**src/rtl/elevator_car_ctrl_if.sv**
```systemverilog
// ---------------------------------------------------------------------------
// elevator_car_ctrl_if
// Bundles the run/request inputs and the car status outputs of the elevator
// car controller.
//   master : request source / display side (drives enable, req)
//   slave  : the car controller (drives level, direction flags, door state,
//            pending set and served pulses)
// Optional: CAR_DOOR_HOLD_EN adds the door_hold input.
// ---------------------------------------------------------------------------
interface elevator_car_ctrl_if;
   logic       enable;
   logic [3:0] req;
   logic [1:0] level;
   logic       moving_up;
   logic       moving_down;
   logic       door_open;
   logic [3:0] pending;
   logic [3:0] served;
`ifdef CAR_DOOR_HOLD_EN
   logic       door_hold;

   modport master (
      output enable, req, door_hold,
      input  level, moving_up, moving_down, door_open, pending, served
   );
   modport slave (
      input  enable, req, door_hold,
      output level, moving_up, moving_down, door_open, pending, served
   );
`else
   modport master (
      output enable, req,
      input  level, moving_up, moving_down, door_open, pending, served
   );
   modport slave (
      input  enable, req,
      output level, moving_up, moving_down, door_open, pending, served
   );
`endif
endinterface

```
**src/rtl/elevator_car_ctrl.sv**
```systemverilog
// ---------------------------------------------------------------------------
// elevator_car_ctrl
// Four-floor car motion and door sequencer. Latches per-floor request pulses
// into a pending set and serves them with a direction-preserving (SCAN)
// state machine driven by a travel timer and a door timer.
// Ports:
//   clk    : system clock
//   reset  : synchronous, active-high; overrides enable
//   car    : elevator_car_ctrl_if.slave
//            enable      - low freezes state, level and timers
//            req[3:0]    - floor request pulses (bit i = floor i)
//            level[1:0]  - current floor
//            moving_up / moving_down / door_open - registered state flags
//            pending[3:0]- latched outstanding requests
//            served[3:0] - one-cycle pulse for the floor whose door opens
// Optional: define CAR_DOOR_HOLD_EN to add car.door_hold, which keeps the
//           door timer at 0 while asserted in DOOR.
// ---------------------------------------------------------------------------
module elevator_car_ctrl #(
   parameter int unsigned TRAVEL_CYCLES = 50_000_000,
   parameter int unsigned DOOR_CYCLES   = 100_000_000,
   parameter int unsigned TMR_W         = 27
) (
   input  logic               clk,
   input  logic               reset,
   elevator_car_ctrl_if.slave car
);

   typedef enum logic [1:0] {ST_IDLE, ST_UP, ST_DOWN, ST_DOOR} state_t;
   typedef enum logic {DIR_UP, DIR_DOWN} dir_t;

   localparam logic [TMR_W-1:0] TRAVEL_LAST = TMR_W'(TRAVEL_CYCLES - 1);
   localparam logic [TMR_W-1:0] DOOR_LAST   = TMR_W'(DOOR_CYCLES - 1);

   state_t           state;
   dir_t             last_dir;
   logic [1:0]       level;
   logic [TMR_W-1:0] timer;
   logic [3:0]       pend;
   logic [3:0]       served;
   logic             moving_up;
   logic             moving_down;
   logic             door_open;

   logic             door_req;    // request for the open floor: restarts door
   logic [3:0]       req_eff;     // requests that go into the pending set
   logic [1:0]       step_level;  // floor reached at the end of a travel step

   function automatic logic [3:0] floor_bit(input logic [1:0] f);
      return 4'b0001 << f;
   endfunction

   function automatic logic any_above(input logic [3:0] p, input logic [1:0] f);
      logic hit;
      hit = 1'b0;
      for (int i = 0; i < 4; i++)
         if (i > int'(f) && p[i]) hit = 1'b1;
      return hit;
   endfunction

   function automatic logic any_below(input logic [3:0] p, input logic [1:0] f);
      logic hit;
      hit = 1'b0;
      for (int i = 0; i < 4; i++)
         if (i < int'(f) && p[i]) hit = 1'b1;
      return hit;
   endfunction

   // {moving_up, moving_down, door_open} for a given state
   function automatic logic [2:0] flags_of(input state_t s);
      return {s == ST_UP, s == ST_DOWN, s == ST_DOOR};
   endfunction

   // NOTE: every signal written here gets a value on every path, so no latch.
   always_comb begin
      door_req   = car.enable && (state == ST_DOOR) && car.req[level];
      req_eff    = door_req ? (car.req & ~floor_bit(level)) : car.req;
      step_level = (state == ST_DOWN) ? level - 2'd1 : level + 2'd1;
   end

   // NOTE: all state is updated with non-blocking assignments; where a later
   // assignment to pend appears below it intentionally overrides the default.
   always_ff @(posedge clk) begin
      if (reset) begin
         state                                <= ST_IDLE;
         last_dir                             <= DIR_UP;
         level                                <= 2'd0;
         timer                                <= '0;
         pend                                 <= 4'b0000;
         served                               <= 4'b0000;
         {moving_up, moving_down, door_open}  <= 3'b000;
      end else begin
         // Requests keep latching even while the car is frozen.
         pend   <= pend | req_eff;
         served <= 4'b0000;
         if (car.enable) begin
            case (state)
               ST_IDLE: begin
                  timer <= '0;
                  if (pend[level]) begin
                     state                               <= ST_DOOR;
                     {moving_up, moving_down, door_open} <= flags_of(ST_DOOR);
                     served                              <= floor_bit(level);
                     pend <= (pend | req_eff) & ~floor_bit(level);
                  end else if (any_above(pend, level)) begin
                     state                               <= ST_UP;
                     {moving_up, moving_down, door_open} <= flags_of(ST_UP);
                     last_dir                            <= DIR_UP;
                  end else if (any_below(pend, level)) begin
                     state                               <= ST_DOWN;
                     {moving_up, moving_down, door_open} <= flags_of(ST_DOWN);
                     last_dir                            <= DIR_DOWN;
                  end
               end

               ST_UP, ST_DOWN: begin
                  if (timer == TRAVEL_LAST) begin
                     timer <= '0;
                     level <= step_level;
                     if (pend[step_level]) begin
                        state                               <= ST_DOOR;
                        {moving_up, moving_down, door_open} <= flags_of(ST_DOOR);
                        served                              <= floor_bit(step_level);
                        pend <= (pend | req_eff) & ~floor_bit(step_level);
                     end else if ((state == ST_UP)   && any_above(pend, step_level)) begin
                        state <= ST_UP;
                     end else if ((state == ST_DOWN) && any_below(pend, step_level)) begin
                        state <= ST_DOWN;
                     end else begin
                        // Nothing beyond the new floor: stopping here also keeps
                        // the car from ever stepping past floor 0 or floor 3.
                        state                               <= ST_IDLE;
                        {moving_up, moving_down, door_open} <= flags_of(ST_IDLE);
                     end
                  end else begin
                     timer <= timer + TMR_W'(1);
                  end
               end

               ST_DOOR: begin
                  if (door_req) begin
                     timer  <= '0;
                     served <= floor_bit(level);
`ifdef CAR_DOOR_HOLD_EN
                  end else if (car.door_hold) begin
                     timer <= '0;
`endif
                  end else if (timer == DOOR_LAST) begin
                     timer <= '0;
                     // Prefer continuing upward if that was the sweep direction.
                     if ((last_dir == DIR_UP) && any_above(pend, level)) begin
                        state                               <= ST_UP;
                        {moving_up, moving_down, door_open} <= flags_of(ST_UP);
                     end else if (any_below(pend, level)) begin
                        state                               <= ST_DOWN;
                        {moving_up, moving_down, door_open} <= flags_of(ST_DOWN);
                        last_dir                            <= DIR_DOWN;
                     end else if (any_above(pend, level)) begin
                        state                               <= ST_UP;
                        {moving_up, moving_down, door_open} <= flags_of(ST_UP);
                        last_dir                            <= DIR_UP;
                     end else begin
                        state                               <= ST_IDLE;
                        {moving_up, moving_down, door_open} <= flags_of(ST_IDLE);
                     end
                  end else begin
                     timer <= timer + TMR_W'(1);
                  end
               end

               default: begin
                  state                               <= ST_IDLE;
                  {moving_up, moving_down, door_open} <= flags_of(ST_IDLE);
               end
            endcase
         end
      end
   end

   assign car.level       = level;
   assign car.moving_up   = moving_up;
   assign car.moving_down = moving_down;
   assign car.door_open   = door_open;
   assign car.pending     = pend;
   assign car.served      = served;

endmodule

```
**src/flat_wrapper.sv**
```systemverilog
// flat-port wrapper written by rule: the top's interface ports become plain ports
module elevator_car_ctrl_flat 
#(
   parameter int unsigned TRAVEL_CYCLES = 50_000_000,
   parameter int unsigned DOOR_CYCLES   = 100_000_000,
   parameter int unsigned TMR_W         = 27
)
  (clk, reset, car_enable, car_req, car_level, car_moving_up, car_moving_down, car_door_open, car_pending, car_served);
  elevator_car_ctrl_if car_i ();
  input  logic clk;
  input  logic reset;
  input wire logic [$bits(car_i.enable)-1:0] car_enable;
  input wire logic [$bits(car_i.req)-1:0] car_req;
  output wire logic [$bits(car_i.level)-1:0] car_level;
  output wire logic [$bits(car_i.moving_up)-1:0] car_moving_up;
  output wire logic [$bits(car_i.moving_down)-1:0] car_moving_down;
  output wire logic [$bits(car_i.door_open)-1:0] car_door_open;
  output wire logic [$bits(car_i.pending)-1:0] car_pending;
  output wire logic [$bits(car_i.served)-1:0] car_served;
  assign car_i.enable = car_enable;
  assign car_i.req = car_req;
  assign car_level = car_i.level;
  assign car_moving_up = car_i.moving_up;
  assign car_moving_down = car_i.moving_down;
  assign car_door_open = car_i.door_open;
  assign car_pending = car_i.pending;
  assign car_served = car_i.served;
  elevator_car_ctrl #(.TRAVEL_CYCLES(TRAVEL_CYCLES), .DOOR_CYCLES(DOOR_CYCLES), .TMR_W(TMR_W)) u_core (.clk(clk), .reset(reset), .car(car_i));
endmodule
```
**config.mk**
```make
export PLATFORM = sky130hd
export DESIGN_NAME = elevator_car_ctrl_flat
export DESIGN_NICKNAME = d
export VERILOG_FILES = /design/src/rtl/elevator_car_ctrl_if.sv /design/src/rtl/elevator_car_ctrl.sv /design/src/flat_wrapper.sv
export SDC_FILE = /design/constraint.sdc
export NUM_CORES = 1
export LEC_CHECK = 0
export ABC_AREA = 0
export CAP_MARGIN = 25
export CORE_UTILIZATION = 40
export DETAILED_ROUTE_END_ITERATION = 12
export GPL_TIMING_DRIVEN = 0
export PLACE_DENSITY = 0.69
export SYNTH_ARGS = -nofsm -noshare
export SYNTH_HDL_FRONTEND = slang
export SYNTH_SLANG_ARGS = --single-unit
```
**constraint.sdc**
```tcl
create_clock -name clk -period 2.7 [get_ports clk]
set_input_delay 0.27 -clock clk [delete_from_list [all_inputs] [get_ports clk]]
set_output_delay 0.27 -clock clk [all_outputs]
set_load 0.005 [all_outputs]
```
# ---- Word level (Yosys, flattened, before mapping)
# Cells that the tools add are included.
dict set report op_classes {
  n_addsub 3
  order_cmp 14
  eq_ne 15
  shifts 2
  mux 120
  bitwise_logic 8
  n_reduce_logical 25
}
# cell count
set ops {}
lappend ops {{1-bit two-way mux} 85}
lappend ops {{27-bit two-way mux} 3}
lappend ops {{27-bit case mux with 3 select lines} 1}
lappend ops {{4-bit two-way mux} 9}
lappend ops {{27-bit by 1-bit adder with 27-bit output, second input constant} 1}
lappend ops {{27-bit by 26-bit equality test with 1-bit output, second input constant} 1}
lappend ops {{27-bit equality test, second input constant} 1}
lappend ops {{2-bit two-way mux} 12}
lappend ops {{1-bit logical AND} 17}
lappend ops {{4-bit AND} 3}
lappend ops {{4-bit case mux with 3 select lines} 1}
lappend ops {{1-bit case mux with 3 select lines} 3}
lappend ops {{2-bit greater-than comparator, first input constant} 4}
lappend ops {{1-bit by 2-bit less-than comparator with 1-bit output, first input constant} 4}
lappend ops {{2-bit != test, second input constant} 4}
lappend ops {{4-bit NOT} 2}
lappend ops {{4-bit case mux with 2 select lines} 1}
lappend ops {{8-bit AND reduction} 1}
lappend ops {{1-bit by 2-bit left shift with 4-bit output, first input constant} 2}
lappend ops {{7-bit AND reduction} 1}
lappend ops {{1-bit binary-select mux with 2-bit select} 3}
lappend ops {{2-bit by 3-bit less-than comparator with 1-bit output, second input constant} 2}
lappend ops {{3-bit by 2-bit != test with 1-bit output, second input constant} 2}
lappend ops {{2-bit case mux with 3 select lines} 1}
lappend ops {{other kinds (18)} 23}
dict set report word_totals {
  register_bits 43
  input_bits 7
  wordCells 196
}

# ---- Depth between registers and ports, before layout
dict set report depth {
  word_depth 30
  mapped_depth 10
  ltp_nobuf 8
}

# ---- Least setup slack after synthesis
# Ideal clock, no wire load.
dict set report synth_path {
  path_kind {register -> register}
  start {reg u_core.level[0] (netlist: u_core.car.level[0])}
  end {reg u_core.moving_up (netlist: u_core.car.moving_up)}
  arrival_ns 2.509
  t_required_ns 2.630
  path_slack_ns 0.121
  path_stages_with_launch 10
  n_path_buf 1
  path_cell_list {dfxtp_1 buf_2 inv_1 ha_1 xnor2_1 and3_1 a22oi_1 a21oi_1 or4_1 a21oi_1}
}
dict set report synth_via {
  elab_chain_cells 18
  word_cells_on_any_way 102
  cone_classes {add/sub (2); order compare (12); eq/ne (4); mux (67); reduce/logical (17)}
}
# element line_no
set synth_rtl {}
lappend synth_rtl {{from (decl)} elevator_car_ctrl.sv:37} ;# logic [1:0] level;
lappend synth_rtl {{from (signal assigned)} elevator_car_ctrl.sv:119} ;# level <= step_level;
lappend synth_rtl {{1-bit by 2-bit greater-than comparator with 1-bit output} elevator_car_ctrl.sv:57} ;# if (i > int'(f) && p[i]) hit = 1'b1;
lappend synth_rtl {{1-bit logical AND} elevator_car_ctrl.sv:57}
lappend synth_rtl {{1-bit two-way mux (3 in series)} elevator_car_ctrl.sv:57}
lappend synth_rtl {{1-bit two-way mux} elevator_car_ctrl.sv:154} ;# end else if (any_below(pend, level)) begin
lappend synth_rtl {{1-bit two-way mux} elevator_car_ctrl.sv:151} ;# if ((last_dir == DIR_UP) && any_above(pend, level)) begin
lappend synth_rtl {{1-bit two-way mux} elevator_car_ctrl.sv:148} ;# end else if (timer == DOOR_LAST) begin
lappend synth_rtl {{1-bit two-way mux} elevator_car_ctrl.sv:141} ;# if (door_req) begin
lappend synth_rtl {{1-bit two-way mux} elevator_car_ctrl.sv:97} ;# case (state)
lappend synth_rtl {{1-bit two-way mux} elevator_car_ctrl.sv:96} ;# if (car.enable) begin
lappend synth_rtl {{1-bit two-way mux} elevator_car_ctrl.sv:84} ;# if (reset) begin
lappend synth_rtl {{1-bit two-way mux} elevator_car_ctrl.sv:158} ;# end else if (any_above(pend, level)) begin
lappend synth_rtl {{1-bit two-way mux} elevator_car_ctrl.sv:154}
lappend synth_rtl {{1-bit two-way mux} elevator_car_ctrl.sv:151}
lappend synth_rtl {{1-bit two-way mux} elevator_car_ctrl.sv:148}
lappend synth_rtl {{1-bit two-way mux} elevator_car_ctrl.sv:141}
lappend synth_rtl {{1-bit case mux with 3 select lines} elevator_car_ctrl.sv:97}
lappend synth_rtl {{to (signal assigned)} elevator_car_ctrl.sv:102} ;# {moving_up, moving_down, door_open} <= flags_of(ST_DOOR);
lappend synth_rtl {{to (signal assigned)} elevator_car_ctrl.sv:153} ;# {moving_up, moving_down, door_open} <= flags_of(ST_UP);
lappend synth_rtl {{to (signal assigned)} elevator_car_ctrl.sv:156} ;# {moving_up, moving_down, door_open} <= flags_of(ST_DOWN);
lappend synth_rtl {{to (decl)} elevator_car_ctrl.sv:41} ;# logic moving_up;
# Several ways; a longest one is shown, not always the timed one. The select of a mux whose other input is x is not followed.
# A chain may end at the register's enable or synchronous reset.

# ---- Worst setup path after layout
dict set report layout_path {
  start {reg u_core.state[1]}
  end {reg u_core.timer[20]}
}
dict set report layout_via {
  elab_chain_cells 5
  word_cells_on_any_way 9
  cone_classes {eq/ne (3); mux (2); reduce/logical (4)}
}
# element line_no
set layout_rtl {}
lappend layout_rtl {{from (decl)} elevator_car_ctrl.sv:35} ;# state_t state;
lappend layout_rtl {{from (signal assigned)} elevator_car_ctrl.sv:85} ;# state <= ST_IDLE;
lappend layout_rtl {{from (signal assigned)} elevator_car_ctrl.sv:101} ;# state <= ST_DOOR;
lappend layout_rtl {{from (signal assigned)} elevator_car_ctrl.sv:106} ;# state <= ST_UP;
lappend layout_rtl {{2-bit equality test} {elevator_car_ctrl.sv:76, elevator_car_ctrl.sv:97}}
lappend layout_rtl {{1-bit logical AND (2 in series)} elevator_car_ctrl.sv:76} ;# door_req = car.enable && (state == ST_DOOR) && car.req[level];
lappend layout_rtl {{27-bit two-way mux} elevator_car_ctrl.sv:141}
lappend layout_rtl {{27-bit case mux with 3 select lines *} elevator_car_ctrl.sv:97}
lappend layout_rtl {{to (signal assigned)} elevator_car_ctrl.sv:136} ;# timer <= timer + TMR_W'(1);
lappend layout_rtl {{to (signal assigned)} elevator_car_ctrl.sv:167} ;# timer <= timer + TMR_W'(1);
lappend layout_rtl {{to (decl)} elevator_car_ctrl.sv:38} ;# logic [TMR_W-1:0] timer;
# Every way passes the cells marked *; elsewhere a longest branch is shown, timed or not.

==> impl_metrics.ini <==
[sta]
hold_slack_ps = 483
finalCriticalPeriod_ps = 2620
fin_tns_setup_ps = 0
hold_viol_final = 0
slew_viol_final = 0
setup_viol = 0
clock.fmax_mhz = 382
max-slew-margin-rel_pct = 41.5
worst_slew_pin_slew_ps = 869
period_share_pct = 96.9
setup_ws_ps = 84.5
rsz0062_at_grt = true
clock_skew_ps = 9.71

[worst_setup_path]
r2r-start = u_core.state[1]
crit_required_ps = 2920
cp-startpoint = u_core.state[1]
cp-end-kind = flip-flop
cp_data_arrival_time_ps = 2840
critPathMaxFanout = 10
path_class = reg -> reg
cp-start-kind = flip-flop

[floorplanning]
initial_core_util_pct = 41.3
die_y_um = 88.3
dieArea_mm2 = 0.00780
rows = 31
core_mm2 = 0.00721
die_w_um = 88.3
io_pins = 20

[global_routing]
grt_pass1_vias = 2810
overflow = 0
grt_use_total_pct = 22.8
grt_max_degree = 14
grt_pass1_wl_mm = 13.9
antenna_found_initial = 0

[clock_network]
h-tree-depth = 2
root_buffer = clkbuf_8
clkTransAtPathRegs_ps = 90
clk_path_buf_depth = 2
cts_tree = built
clock_sinks = 43
cts_buffers = 5
worstSkewPairLatency_ps = 300
cts_hold_buf = 0

[logic_synthesis]
syn_avg_cell_area_um2 = 7.97
ys_ff_latch = 43
synth_cells = 374
synthDistinctLibCells = 67
synth_edf_count = 0
synthFlopType = dfxtp_1
synthesis.area_mm2 = 0.00298
synth_fp_nets = 394
ys_warn_count = 0
async_reset_ff_share_pct = 0
yosysSeqAreaShare_pct = 28.9

[route]
vias = 3097
drt-total-wl_mm = 8.62
viasPerCell = 6.17
ant_nets = 0
drt-initial-drc-count = 154
drc = 0
wl_per_cell_um = 17.2
drt_first_pass_iters = 5

[placed_design]
io_buffers = 19
place_area_mm2 = 0.00330
post-dp-hpwl_mm = 6.02
routabilityCongestion = 0.939
post-place-ws_ps = -388
placedCellCount = 492

[finish]
final_area_mm2 = 0.00350
layout_common_cells = 39 x dfxtp_1, 35 x a21oi_1, 34 x nand2_1
area_growth_syn_to_layout_pct = 17.5
antennaDiodeCount = 0
mostFrequentLayoutCell = dfxtp_1
layout-drive-gt1-share_pct = 12.2
fin_nets = 422
final_cells = 502
fin_util_pct = 48.5
n_fill_cell = 714

[power]
power.density_mw_per_mm2 = 559
p_leak_nw = 1.18
vdd_drop_max_v = 0.000216
finalPower_mw = 1.96

[worst_hold_path]
min_from = u_core.car.moving_up
holdCritPathClass = reg -> reg

[outcome]
status = finished clean

[run]
maxCapViolCount = 0
## state kept, by name, summed over array words and instances, names as in the netlist
| signal | count |
|---|---|
| u_core.state | 2 |
| u_core.car.moving_down | 1 |
| u_core.car.level | 2 |
| u_core.car.served | 4 |
| u_core.car.pending | 4 |
| u_core.last_dir | 1 |
| u_core.car.door_open | 1 |
| u_core.car.moving_up | 1 |
| u_core.timer | 27 |
## final timing paths
kind / to / slack, ps / cells past startpoint
setup / recovery: u_core.timer[20] / 80 / 9
hold / removal: u_core.car.moving_up / 480 / 2
setup reg to reg: u_core.timer[20] / 80 / 9
hold reg to reg: u_core.car.moving_up / 480 / 2
## final cells by class
type / instances / area, um^2 / area share (%)
multi-input cells: 298 / 2030 / 58.0
flip-flops and latches: 43 / 868 / 24.8
repair buffers: 21 / 205 / 5.86
plain buffers: 20 / 139 / 3.97
well taps: 99 / 124 / 3.54
clock buffers: 6 / 72.6 / 2.07
inverters: 13 / 48.8 / 1.39
clock inverters: 2 / 12.5 / 0.357
## Yosys cell counts (2+ instances only)
cell type  count  area (um^2)
a311oi_1       2         17.5
ha_1          13          163
nor2b_1        2         12.5
a22oi_1        4         30.0
nand4_1       12         75.1
a31oi_1        9         56.3
clkbuf_1      10         37.5
nor3_1        27          135
and4_1         4         35.0
or4_1          5         37.5
a32o_1        11          110
nor3b_1        4         30.0
dfxtp_1       43          861
buf_6          2         22.5
a211oi_1       3         22.5
nand2_1       34          128
and3_1         8         50.1
buf_2          3         15.0
clkbuf_8       3         41.3
nand2b_1       5         31.3
o22ai_1        2         12.5
inv_1         13         48.8
nand3_1       12         60.1
and2_1         9         56.3
nor4bb_1       2         20.0
a21oi_1       37          185
a211o_1        2         17.5
a21o_1         3         22.5
mux2i_1        5         50.1
nor2_1        21         78.8
a22o_1         2         17.5
or4bb_1        2         22.5
o21ai_0       20          100
nor4_1         7         43.8
## repair_timing
item,4_1_cts,5_1_grt
buffers inserted,2,0
endpoints found under the setup margin,26,18
resized for setup,11,15
pin swaps,1,0
## where the power goes
group / switching, mW / internal [mW]
Combinational: 0.437 / 0.356
Clock: 0.238 / 0.181
Sequential: 0.0537 / 0.691
## critical path, cell delays in order, from the launching register on
cell and delay, ps:
dfxtp_1 460, inv_1 100, ha_1 270, and2b_2 250, inv_1 60, a211o_2 390, nand2_1 130, clkbuf_1 460
nand2_1 140, a311oi_1 270
## routing by layer
| layer | vias up | wire length (um) | GRT usage [%] |
|---|---|---|---|
| li1 | 1478 | - | - |
| met5 | - | 0 | 0 |
| met1 | 1494 | 3960 | 30.3 |
| met4 | 0 | 78 | 6.16 |
| met2 | 117 | 4100 | 38.7 |
| met3 | 8 | 484 | 3.36 |
## kinds of logic (layout without fill, tap and decap cells)
logic type	after synthesis	after routing	share of synthesized area, %
buffers and inverters	33	62	5.96
AO/OA/AOI/OAI	109	109	24.0
adder cells (fa/ha/maj)	13	13	5.46
flip-flops	43	43	28.9
XOR/XNOR	2	2	0.588
multiplexers	8	8	3.65
AND/OR/NAND/NOR	166	166	31.5
Note: power is estimated with default switching activity, not from simulation.
==> RTL change 1 (same flow settings) <==
Make the reset (`reset`) asynchronous in one clocked block.
--- a/src/rtl/elevator_car_ctrl.sv
+++ b/src/rtl/elevator_car_ctrl.sv
@@ -80,7 +80,7 @@
 
    // NOTE: all state is updated with non-blocking assignments; where a later
    // assignment to pend appears below it intentionally overrides the default.
-   always_ff @(posedge clk) begin
+   always_ff @(posedge clk or posedge reset) begin
       if (reset) begin
          state                                <= ST_IDLE;
          last_dir                             <= DIR_UP;
Behaviour: differs if reset is asserted again (counterexample within 4 cycles, from zero or initial values and one cycle with reset high); with reset held inactive, the same outputs for 4 cycles.
==> RTL change 1 against the original RTL <==
  * Combinational power grew 56%
  * Final cell count shrank 9.2%
  * Design area grew 0.71%
  * Routed wire length shrank 13%
  * Setup slack gained 0.026 ns
  * First-iteration DRC count grew 28%
  * Fmax grew 0.99%
  * Utilization grew 2.5 points
  * Count of clock-buffer cells in the layout is the same
  * Total power grew 38%
  * Synthesized area shrank 2.2%
  * Sequential cell count is the same
  * Critical endpoint is now u_core.car.moving_down
  * Sequential share of layout area grew 5.7 points
==> RTL change 1: results (changes against the original RTL) <==
worst slack, placed=-0.305 ns (+0.0831 ns); Post-Synthesis Net Count=348 (-12%); status=complete, no violations; Clock-cell share=0.0376 (+0.0133); GRT Total Usage=0.212 (-0.0164); hpwl dp=5.20 mm (-14%); Non-Clock Buffer Count=39 (-4.9%); clk pwr=0.000608 W (+45%); synth top area cells=dfrtp_1 37%, ha_1 5.6%, nand2_1 4.9%, o21ai_0 4.3%, and3_1 3.0%; drt first pass iters=4 (-1); sequential area share after synthesis=0.369 (+0.0802); pin count of the biggest net entering global routing=37 (+23); Max VDD drop=0.000417 V (+93%); Multi-input gate area=1810 um2 (-11%); Non-clk invs=19 (+6); multi-input combinational area share=0.513 (-0.0676); non-clk buf share=0.0894 (-0.00886); worst-path maximum fanout=6 (-4); count of multi-input gates=251 (-16%); GPL Wtd Cong=0.933 (-0.64%); Comb power frac=0.458 (+0.053); NetSw=0.00106 W (+45%); die width=87.4 um (-1.1%); Synth Flop Type=dfrtp_1; Placed Cells=444 (-9.8%); share of layout cells above drive strength 1=0.133 (+0.0117); drt initial violations=197 (+28%); fill count=670 (-6.2%); first-pass GRT wire length=12.6 mm (-9.5%)
RTL change 1: cell count changes after synthesis, sizes merged, moves of 7 or more:
cell / delta
a21oi: -24
a22o: +8
a32o: -11
and2: -7
dfrtp: +43
dfxtp: -43
nor2: -10
nor3: -16
RTL change 1: worst paths after layout:
path,start,end,slack (ns),depth (start not counted)
worst min register to register,u_core.timer[0],u_core.timer[0],0.51,1
worst min-delay path,reset,u_core.car.served[0],0.18,2
worst max register to register,u_core.car.level[0],u_core.car.moving_down,0.11,7
worst max-delay path,u_core.car.level[0],u_core.car.moving_down,0.11,7
max in group asynchronous,reset,u_core.timer[7],2.06,3
min in group clk,u_core.timer[0],u_core.timer[0],0.51,1
RTL change 1: routing by layer:
| layer | part of all wire | track usage | vias up | wire length, um |
|---|---|---|---|---|
| li1 | - | - | 1270 | - |
| met5 | 0 | 0 | - | 0 |
| met3 | 0.057 | 0.0455 | 18 | 428 |
| met2 | 0.46 | 0.325 | 92 | 3440 |
| met4 | 0.026 | 0.0924 | 0 | 197 |
| met1 | 0.46 | 0.289 | 1324 | 3440 |
RTL change 1: logic make-up (layout without fill, tap and decap cells):
family	count (synthesis)	after routing	share of synthesized area
compound gates	95	95	0.222
xor+xnor	6	6	0.0180
fa+ha+maj	13	13	0.0558
buf+inv	34	66	0.0480
flops	43	43	0.369
mux	9	9	0.0498
simple gates	128	128	0.237
RTL change 1: worst max-delay path: stages (launching register included):
cell and delay (ns):
dfrtp_1 0.44, buf_6 0.17, mux4_2 0.56, nand2b_1 0.18, nor4_2 0.37, o211ai_2 0.17, o21ba_4 0.30, mux2_4 0.29
RTL change 1: repair_timing:
action	CTS	global route
hold endpoints to repair	0	0
endpoints found under the setup margin	17	18
gates resized for setup	7	11
setup buffers	1	4
pin swaps	1	3
==> RTL change 2 (config.mk and constraints unchanged) <==
Without the edit above. `TMR_W` is set to 27 in 2 places; all go to 35.
--- a/src/rtl/elevator_car_ctrl.sv
+++ b/src/rtl/elevator_car_ctrl.sv
@@ -19,7 +19,7 @@
 module elevator_car_ctrl #(
    parameter int unsigned TRAVEL_CYCLES = 50_000_000,
    parameter int unsigned DOOR_CYCLES   = 100_000_000,
-   parameter int unsigned TMR_W         = 27
+   parameter int unsigned TMR_W         = 35
 ) (
    input  logic               clk,
    input  logic               reset,
--- a/src/flat_wrapper.sv
+++ b/src/flat_wrapper.sv
@@ -3,7 +3,7 @@
 #(
    parameter int unsigned TRAVEL_CYCLES = 50_000_000,
    parameter int unsigned DOOR_CYCLES   = 100_000_000,
-   parameter int unsigned TMR_W         = 27
+   parameter int unsigned TMR_W         = 35
 )
   (clk, reset, car_enable, car_req, car_level, car_moving_up, car_moving_down, car_door_open, car_pending, car_served);
   elevator_car_ctrl_if car_i ();
Check against the original RTL: same outputs for any inputs over 4 cycles, from zero or initial values and one cycle with reset high; that may be too few to reach the edited logic, so the function may still have changed.
==> RTL change 2 against the original RTL <==
  * Count of clock-buffer cells in the layout did not move
  * First-iteration DRC count rose by 1.3%
  * Design area rose by 5.9%
  * Die area is 8.6% higher
  * Synthesized area rose by 8.9%
  * Sequential share of layout area increased by 2.8 points
  * Setup slack improved by 0.0025 ns
  * Largest power group unchanged
  * Non-clock buffer count is 4 lower
  * Largest cell class unchanged
  * Sequential cell count is 8 higher
  * Total power is 23% higher
  * Clock power up 38%
  * Utilization down 0.81 points
  * Routed wire length fell by 2.3%
==> RTL change 2: results (changes against the original RTL) <==
status=complete, no violations; Post-synth EDFFs=0 (unchanged); Max VDD drop=0.000324 V (+50%); Final Skew=0.0182 ns (+0.00853 ns); Post-Synthesis Net Count=422 (+7.1%); first-pass GRT wire length=13.9 mm (about the same); worst flop-to-flop path startpoint=u_core.car.level[0]; Clock Tree Buf Depth=2 (unchanged); synth warn=0 (unchanged); drt initial violations=156 (+1.3%); GR met3 Demand/Resource=0.0274 (-0.00622); Tmin final=2.61 ns (-0.00254 ns); top-count cell post-synth=nand2_1; HP Start=reset; max FFs per register=35 (+30%); worst slack, placed=-0.109 ns (+0.278 ns); synth top area cells=dfxtp_1 31%, nand2_1 6.5%, ha_1 5.0%, a31oi_1 4.6%, a21oi_1 3.4%; met1 global-route usage=0.255 (-0.0473); pin count of the biggest net entering global routing=17 (+3); Largest Register=u_core.timer; drt first pass iters=4 (-1); reg2reg path depth=10 (+1); hpwl dp=6.15 mm (+2.2%); drt total wl=8.42 mm (-2.3%); Leak Pwr=1.34 nW (+13%); met2 usage=0.371 (-0.0161); Arrival @ worst endpoint=2.83 ns (about the same); GRT Total Usage=0.204 (-0.0248); CTS Buf Count=5 (unchanged); Worst-path clk slew=roughly 0.1 ns; Syn Inst Count=402 (+7.5%); Synth Flop Type=dfxtp_1; Hold Crit Class=in -> reg; slew margin rel.=0.465 (+0.0496); sequential area share after synthesis=0.315 (+0.0259); share of layout cells above drive strength 1=0.0909 (-0.0307); GPL Wtd Cong=0.928 (-1.1%); Sw Share=0.366 (-0.00615); Clock Latency Late Sink=0.32 ns (+0.02 ns); port buffer count=18 (-1); Worst Hold Depth=2 (unchanged); synth unique cells=59 (-12%); via count=3090 (-0.23%); async set-reset flop share out of synthesis=0 (unchanged); vias in the first global route=2786 (-0.85%); nets=448 (+6.2%); leading cell types by count after synthesis=56 x nand2_1, 51 x dfxtp_1, 24 x a31oi_1; ant diodes=0 (unchanged)
[RTL change 2: changes by cell type after synthesis, moves of 5 or more]
cell,delta
a21oi_1,-15
a31oi_1,+15
a32o_1,-11
and2_1,-7
and3_1,+8
dfxtp_1,+8
nand2_1,+22
nand2b_1,+6
nor3_1,-21
or4_1,-5
[RTL change 2: final cells by class]
| cell class | instances | area, um2 |
|---|---|---|
| sequential | 51 | 1020 |
| clock buffer | 6 | 82.6 |
| clock inverter | 2 | 38.8 |
| buffer | 18 | 104 |
| timing repair buffer | 19 | 188 |
| multi-input combinational | 317 | 2080 |
| tap | 102 | 128 |
| fill | 776 | 4060 |
| inverter | 16 | 60.1 |
[RTL change 2: power by group through the flow]
stage | clock [W] | combinational, W | sequential [W]
2_1_floorplan | 0 | 0.000646 | 0.000894
3_3_place_gp | 0 | 0.000901 | 0.000906
3_5_place_dp | 0 | 0.000921 | 0.000909
4_1_cts | 0.000589 | 0.000930 | 0.000892
5_1_grt | 0.000623 | 0.00104 | 0.000902
6_report | 0.000578 | 0.000943 | 0.000891
[RTL change 2: routing by layer]
layer | up-vias | share of wire
met5 | - | 0
met4 | 0 | 0.0089
met3 | 9 | 0.043
met2 | 73 | 0.51
met1 | 1448 | 0.44
li1 | 1560 | -
[RTL change 2: cells by family after synthesis]
family,Yosys count,share of synthesized area
adders and majority gates,13,0.0501
xor gates and xnor gates,8,0.0216
muxes,10,0.0386
DFF,51,0.315
AOI/OAI and AO/OA,116,0.243
and+or+nand+nor,170,0.282
buffers and inverters,34,0.0497
[RTL change 2: worst paths after layout]
kind,endpoint
worst min-delay path,u_core.car.pending[0]
worst min register to register,u_core.car.moving_up
worst max-delay path,u_core.car.door_open
worst max register to register,u_core.car.door_open
[RTL change 2: stage by stage]
step	cell area (um2)	hold WS, ns	instances
6_report	3710	0.454	531
3_5_place_dp	3550	0.465	522
5_1_grt	3710	0.504	531
2_1_floorplan	3250	0.439	402
4_1_cts	3680	0.461	530
3_3_place_gp	3550	0.463	522
[RTL change 2: critical path, cell delays in order, from the launching register on]
cell      delay [ns]
dfxtp_2         0.43
clkbuf_4        0.24
inv_1           0.12
ha_2            0.41
nor3b_1         0.23
a311oi_1        0.09
or2_2           0.34
o211ai_1        0.18
buf_4           0.15
a31oi_1         0.08
a311oi_1        0.26
[RTL change 2: repair_timing]
item                                    CTS  global route
resized for setup                         2             4
pin swaps                                 0             1
hold buffers                              0             0
gates cloned                              0             0
setup buffers                             0             1
endpoints found under the setup margin    3             6
